## config.mk

```make
export PLATFORM = sky130hd
export DESIGN_NAME = thread_scheduler
export DESIGN_NICKNAME = d
export VERILOG_FILES = /design/src/rtl/thread_scheduler.sv
export SDC_FILE = /design/constraint.sdc
export NUM_CORES = 1
export LEC_CHECK = 0
export CAP_MARGIN = 20
export CORE_MARGIN = 2
export CORE_UTILIZATION = 52
export CTS_BUF_LIST = sky130_fd_sc_hd__clkbuf_4
export DETAILED_ROUTE_END_ITERATION = 12
export PLACE_DENSITY = 0.85
export SETUP_SLACK_MARGIN = 0.2
export SLEW_MARGIN = 0
export SYNTH_ARGS = -nofsm -noshare
export SYNTH_HDL_FRONTEND = slang
export SYNTH_SLANG_ARGS = --single-unit
```

## constraint.sdc

```tcl
create_clock -name clk -period 4.86 [get_ports clk]
set_clock_uncertainty 0.05 [all_clocks]
set_input_delay 0.486 -clock clk [delete_from_list [all_inputs] [get_ports clk]]
set_output_delay 0.486 -clock clk [all_outputs]
set_load 0.005 [all_outputs]
```

## src/rtl/thread_scheduler.sv

```systemverilog
// thread_scheduler
//   Chooses the hardware thread that drives fetch each cycle. A thread is
//   parked in WAIT while its cache miss refills. The scheduler flushes the
//   missing thread's younger instructions and raises stall_all only when
//   no thread can run.
//
//   Optional feature macro: SCHED_SWITCH_ON_MISS_EN
//     undefined : fine-grained round-robin, advancing every cycle
//     defined   : coarse-grained mode. Fetch stays on the current thread
//                 until it misses or is disabled.
//
//   Ports
//     clk, nReset            clock, asynchronous active-low reset
//     ThreadEnable[N]        software run mask
//     CacheMiss / MissTid    one-cycle miss report
//     Ready / ReadyTid       one-cycle refill-complete report
//     Hold                   freezes rotation while the current thread runs
//     FetchTid / FetchValid  selected thread; valid when not stalled
//     Flush / FlushTid       one-cycle squash of the missing thread
//     stall_all              no runnable thread
//     Blocked[N]             per-thread WAIT status

// Per-thread RUN/WAIT state. A same-cycle Ready re-opens the thread, so a
// miss arriving with that Ready counts as a fresh, accepted miss.
module thread_state (
  input  logic clk,
  input  logic nReset,
  input  logic miss_hit,
  input  logic ready_hit,
  output logic blocked,
  output logic blocked_next,
  output logic miss_acc
);
  assign miss_acc     = miss_hit && (!blocked || ready_hit);
  assign blocked_next = miss_hit || (blocked && !ready_hit);

  always_ff @(posedge clk or negedge nReset)
    if (!nReset) blocked <= 1'b0;
    else         blocked <= blocked_next;
endmodule

module thread_scheduler #(
  parameter  int NUM_THREADS = 4,
  localparam int TID_W       = $clog2(NUM_THREADS)
) (
  input  logic                   clk,
  input  logic                   nReset,
  input  logic [NUM_THREADS-1:0] ThreadEnable,
  input  logic                   CacheMiss,
  input  logic [TID_W-1:0]       MissTid,
  input  logic                   Ready,
  input  logic [TID_W-1:0]       ReadyTid,
  input  logic                   Hold,
  output logic [TID_W-1:0]       FetchTid,
  output logic                   FetchValid,
  output logic                   Flush,
  output logic [TID_W-1:0]       FlushTid,
  output logic                   stall_all,
  output logic [NUM_THREADS-1:0] Blocked
);

  typedef enum logic {SCHED, ALL_BLOCKED} state_t;
  state_t state;

  logic [NUM_THREADS-1:0] blocked_next, miss_acc, runnable_next;
  logic                   any_run, miss_any, keep_cur;
  logic [TID_W-1:0]       rr_tid, cand, next_tid;
  logic                   rr_found;

  for (genvar i = 0; i < NUM_THREADS; i++) begin : g_thr
    thread_state u_thr (
      .clk          (clk),
      .nReset       (nReset),
      .miss_hit     (CacheMiss && (MissTid == TID_W'(i))),
      .ready_hit    (Ready && (ReadyTid == TID_W'(i))),
      .blocked      (Blocked[i]),
      .blocked_next (blocked_next[i]),
      .miss_acc     (miss_acc[i])
    );
  end

  assign runnable_next = ThreadEnable & ~blocked_next;
  assign any_run       = |runnable_next;
  assign miss_any      = |miss_acc;

  // Round-robin search starting one past the current thread. The last
  // candidate (offset NUM_THREADS) wraps back to the current thread, so it
  // is picked only when it is the sole runnable one.
  always_comb begin
    rr_tid   = FetchTid;
    rr_found = 1'b0;
    cand     = FetchTid;
    for (int k = 1; k <= NUM_THREADS; k++) begin
      cand = FetchTid + TID_W'(k);
      if (!rr_found && runnable_next[cand]) begin
        rr_tid   = cand;
        rr_found = 1'b1;
      end
    end
  end

  // Staying on the current thread is only meaningful while scheduling. On
  // exit from ALL_BLOCKED the search always restarts past FetchTid.
`ifdef SCHED_SWITCH_ON_MISS_EN
  assign keep_cur = (state == SCHED) && runnable_next[FetchTid];
`else
  assign keep_cur = (state == SCHED) && Hold && runnable_next[FetchTid];
`endif

  assign next_tid = (!any_run || keep_cur) ? FetchTid : rr_tid;

  always_ff @(posedge clk or negedge nReset) begin
    if (!nReset) begin
      state      <= ALL_BLOCKED;
      FetchTid   <= TID_W'(NUM_THREADS - 1);
      FetchValid <= 1'b0;
      stall_all  <= 1'b1;
      Flush      <= 1'b0;
      FlushTid   <= '0;
    end else begin
      FetchTid <= next_tid;
      Flush    <= miss_any;
      if (miss_any) FlushTid <= MissTid;
      case (state)
        SCHED:
          if (!any_run) begin
            state      <= ALL_BLOCKED;
            stall_all  <= 1'b1;
            FetchValid <= 1'b0;
          end
        ALL_BLOCKED:
          if (any_run) begin
            state      <= SCHED;
            stall_all  <= 1'b0;
            FetchValid <= 1'b1;
          end
      endcase
    end
  end

endmodule
```

# --- Yosys cells after proc, flatten, opt, wreduce, memory -nomap -nowiden ---
# Cells that the tools add are included.
op_classes:
  order_cmp: 4
  reduce_logical: 49
  mul: 0
  n_mux: 21
  bitwise: 5
  shift: 0
  eq_ne: 8
  div: 0
  n_addsub: 3
op_table:
  columns: ["op", "n"]
  rows:
  - ["1-bit logical AND", 21]
  - ["1-bit logical NOT", 12]
  - ["2-bit by 3-bit < comparator with 1-bit output (second input constant)", 4]
  - ["1-bit 2-to-1 mux", 12]
  - ["1-bit logical OR", 9]
  - ["1-bit binary-select mux with 2-bit select", 4]
  - ["2-bit == test (second input constant)", 4]
  - ["4-bit OR reduction", 2]
  - ["2-bit 2-to-1 mux", 3]
  - ["2-bit adder (second input constant)", 2]
  - ["4-bit bitwise AND", 1]
  - ["2-bit by 1-bit == test with 1-bit output (second input constant)", 2]
  - ["2-bit logical NOT", 2]
  - ["4-bit NOT", 1]
  - ["1-bit one-hot mux with 2 select lines", 2]
  - ["1-bit NOT", 3]
  - ["3-bit AND reduction", 1]
  - ["3-bit nonzero test", 1]
  - ["2-bit by 1-bit adder with 2-bit output (second input constant)", 1]
  - ["2-bit by 1-bit inequality test with 1-bit output (second input constant)", 1]
  - ["2-bit inequality test (second input constant)", 1]
  - ["2-bit AND reduction", 1]
totals:
  inputBits: 13
  mem_count: 0
  latchBits: 0
  word_cells: 100
  out_inout_bits: 11
  rom_bits: 0
  register_bits: 12
  ram_bits: 0

# --- Longest topological paths before layout ---
depth:
  ltp_word: 20
  ltp_mapped: 7
  depth_no_buf: 6

# --- Modules after synthesis ---
# Synthesis repeated with hierarchy kept, for this count alone.
hier_totals:
  hier_cells: 81
  area_unflattened_um2: 779.5
modules_own_cells:
  columns: ["mod", "area_per_inst_um2", "n_inst", "cells_per_inst", "seq_area_each_um2"]
  rows:
  - ["thread_scheduler", 604.3, 1, 65, 205.2]
  - ["thread_state", 43.8, 4, 4, 25.0]

# --- Worst setup path after synthesis ---
# OpenSTA, ideal clock, no wires.
synth_timing:
  path_type: "input-to-reg"
  from: "input port MissTid[0]"
  to: "register FetchTid[1]"
  stages: 7
  required_time_ns: 4.735
  n_path_buf: 1
  setup_ns: 0.075
  slack_ns: 2.812
  arrival_time_ns: 1.923
  path_cell_list: "buf_6 or3b_4 o211a_4 or3_1 o32ai_2 or2_4 mux2i_1"
synth_via:
  elab_chain_len: 18
  word_cells_on_any_way: 41
  classes_between: "3 x eq/ne; 13 x mux; 4 x bitwise; 21 x reduce/logical"
synth_lines:
  columns: ["element", "line", "source"]
  rows:
  - ["start: declaration", "50", "input logic [TID_W-1:0] MissTid,"]
  - ["2-bit by 1-bit == test with 1-bit output (tied with other cells)", "74", ".miss_hit (CacheMiss && (MissTid == TID_W'(i))),"]
  - ["1-bit logical AND", "74", null]
  - ["1-bit logical OR", "35", "assign blocked_next = miss_hit || (blocked && !ready_hit);"]
  - ["4-bit NOT *", "82", "assign runnable_next = ThreadEnable & ~blocked_next;"]
  - ["4-bit bitwise AND *", "82", null]
  - ["1-bit binary-select mux with 2-bit select", "95", "if (!rr_found && runnable_next[cand]) begin"]
  - ["1-bit 2-to-1 mux (implied by the code)", "95", null]
  - ["1-bit 2-to-1 mux", "95", null]
  - ["[2 not listed]", null, null]
  - ["1-bit 2-to-1 mux", "95", null]
  - ["1-bit logical NOT", "95", null]
  - ["1-bit logical AND", "95", null]
  - ["1-bit 2-to-1 mux", "95", null]
  - ["1-bit logical NOT", "95", null]
  - ["1-bit logical AND", "95", null]
  - ["1-bit NOT (no line)", null, null]
  - ["3-bit AND reduction (no line)", null, null]
  - ["end signal: assignment", "115", "FetchTid <= TID_W'(NUM_THREADS - 1);"]
  - ["end signal: assignment", "121", "FetchTid <= next_tid;"]
  - ["end: declaration", "54", "output logic [TID_W-1:0] FetchTid,"]
# Mark *: on every way between the ends. The rest lies on a longest branch, timed or not. The select of a mux whose other input is x is not followed.
# A chain may end at the register's enable or synchronous reset.

# --- Final worst setup path ---
# Ends and elaborated chain as after synthesis.

==> run summary <==
status = completed
final worst-path cycle share = 48.6%
Worst EP required = 5.02 ns
RePlAce Congestion = 0.866
mapped cell area = 838 sq um
Slew headroom = 64.1%
WL met1 = 821 microns
post-synthesis register bit count = 12
first-iteration detailed-routing DRC count = 28
# rows = 14
PortBufs = 23
Area Growth Syn to Fin = 27.2%
final net count = 125
final count of negative-setup-slack endpoints = 0
share of synthesized flip-flops with an asynchronous set or reset = 100%
Total GRT Usage = 19.5%
initial antenna violation count = 0
min-delay src = stall_all$_DFFE_PN1P_
Bufs and invs on worst path = 1
# IOs = 24
post-DR vias/cell = 5.82
syn_nets = 104
max frequency = 423 MHz
first-pass GRT wire length = 2820 microns
Mapped Avg Cell Area = 9.21 sq um
GR Overflow Total = 0
slowest stage delay, CP = 0.56 ns
WHS = 0.428 ns
Worst Setup Start Kind = primary input
Initial Utilization = 55.6%
hpwl dp = 1350 microns
DR pass1 iterations = 4
Crit. End Element = register
Critical Path Fanout Max = 10
Final Max Slew Viols = 0
Cell Pwr Density = 408 nW/um^2
Clock Path Buffers = 2
CP Cell Sequence = clkdlybuf4s50_1 -> or3b_4 -> o211a_4 -> or3_1 -> o32ai_2 -> or2_4 -> mux2i_1
Worst EP arrival = 2.52 ns
maximum VDD drop = 0.213 mV
final cell count without fillers = 127
Pwr Total = 0.435 mW
Crit Path Class = primary input to register
worst r2r src = g_thr[3].u_thr.blocked$_DFF_PN0_
max cap viols = 0
number of synthesized flops with an enable pin = 0
Placed Instances = 123
drt wl/cell = 13.4 microns
die width = 44.2 microns
DR WL met3 = 117 microns
slew at the pin with the worst max-slew slack = 0.538 ns
commonest cells after routing, fill and taps aside = 23 x clkdlybuf4s50_1, 10 x nand2_1, 8 x dfrtp_1, 6 x inv_1
YS warnings = 0
Core ar. = 1510 sq um
Post-Synthesis Cells = 91
Die H = 44.2 microns
CP max stage cell = clkdlybuf4s50_1
H-tree Lvls = 1
worst skew pair latency = 0.28 ns
Top FF cell, synth = dfrtp_1
Inserted Diodes = 0
Static Leak = 0.448 nW
Post-CTS Resized = 0
layout cell share with drive strength beyond 1 = 16.2%
Hold-fix buffers, CTS = 0
sequential share of the synthesized area = 36.4%
Root Driver = clkbuf_4
DR DRC count = 0
CTS tree = done
antenna-violating nets left = 0
type of the most critical hold path = register to register
# fillers = 124
Post-CTS Setup Repair Bufs = 0
CTS Buf Count = 3
largest net degree at the start of global routing = 13
Max Used Layer = met4
Routed Wire Length = 1710 microns
die area = 1950 sq um
vias in the first global route = 647
final instance area = 1070 sq um
Critical path origin = MissTid[0]
clk sinks = 12
Final Critical Period = 2.36 ns
routed vias = 739
Fin Setup TNS = 0 ns
final hold vios = 0
dpl cell area = 1040 sq um
RSZ-0062 raised after global routing = false
Worst-path clk slew = 0.09 ns
Cell variety after synth = 43
met2 wire length = 758 microns
r2r setup slk = 3.06 ns
commonest non-fill, non-tap cell in the layout = clkdlybuf4s50_1
CP delay by family, top = simple AND/OR/NAND/NOR gates
synthesized netlist by cell type, types with 2 or more instances:
master	n	area [sq um]
nand2_1	10	37.5
dfstp_2	4	105
o21ai_1	2	10.0
nand3_1	5	25.0
and3b_1	2	17.5
a21oi_1	3	15.0
buf_4	4	30.0
o21ai_0	4	20.0
nor2_1	5	18.8
dfrtp_1	8	200
o211ai_1	3	22.5
nand2b_1	4	25.0
inv_1	6	22.5
o211ai_2	2	25.0
through the flow:
stage	worst slack (ns)	util, %
2_1_floorplan	2.81	-
3_3_place_gp	2.26	69.0
3_5_place_dp	2.20	69.0
4_1_cts	2.49	70.8
5_1_grt	2.38	70.8
6_report	2.50	70.8
cell families after synthesis:
family | count (synthesis) | synth area share [%]
mux | 3 | 5.22
fa+ha+maj | 1 | 1.19
buf+inv | 14 | 8.95
compound gates | 24 | 23.7
simple gates | 37 | 24.5
flops | 12 | 36.4
worst register-to-register path: stages, from the launching register on:
cell and delay, ns:
dfrtp_1 0.40, inv_1 0.07, o211ai_2 0.31, nand2_2 0.14, nor3_2 0.33, inv_2 0.05, maj3_1 0.35
area by class of cell:
cell class | count | area [sq um] | share of cell area [%]
clock inverter | 1 | 3.75 | 0.352
timing repair buffer | 23 | 230 | 21.6
sequential | 12 | 305 | 28.6
inverter | 7 | 26.3 | 2.46
clock buffer | 3 | 22.5 | 2.11
multi-input combinational | 65 | 458 | 43.0
tap | 16 | 20.0 | 1.88
final timing paths:
| check | endpoint | cells past startpoint |
|---|---|---|
| worst max-delay path | FetchTid[1]$_DFFE_PN1P_ | 7 |
| worst min-delay path | stall_all$_DFFE_PN1P_ | 2 |
| worst max register to register | FetchValid$_DFFE_PN0P_ | 6 |
| worst min register to register | stall_all$_DFFE_PN1P_ | 2 |
| max in group asynchronous | state$_DFF_PN1_ | 1 |
| min in group asynchronous | g_thr[0].u_thr.blocked$_DFF_PN0_ | 1 |
registers in the layout, indices dropped and copies added (netlist names):
register / count
FetchValid: 1
stall_all: 1
Flush: 1
FlushTid: 2
g_thr.u_thr.blocked: 4
FetchTid: 2
state: 1
where the power goes:
part	internal, mW	switching [mW]
logic	0.112	0.0833
registers	0.138	0.0343
clock network	0.0298	0.0372
total	0.280	0.155
layer usage:
layer,vias to the layer above,global-route usage [%]
met2,31,31.5
met4,0,3.64
li1,367,-
met1,339,27.6
met5,-,0
met3,2,3.67
Power figures use the tool's default switching activity.
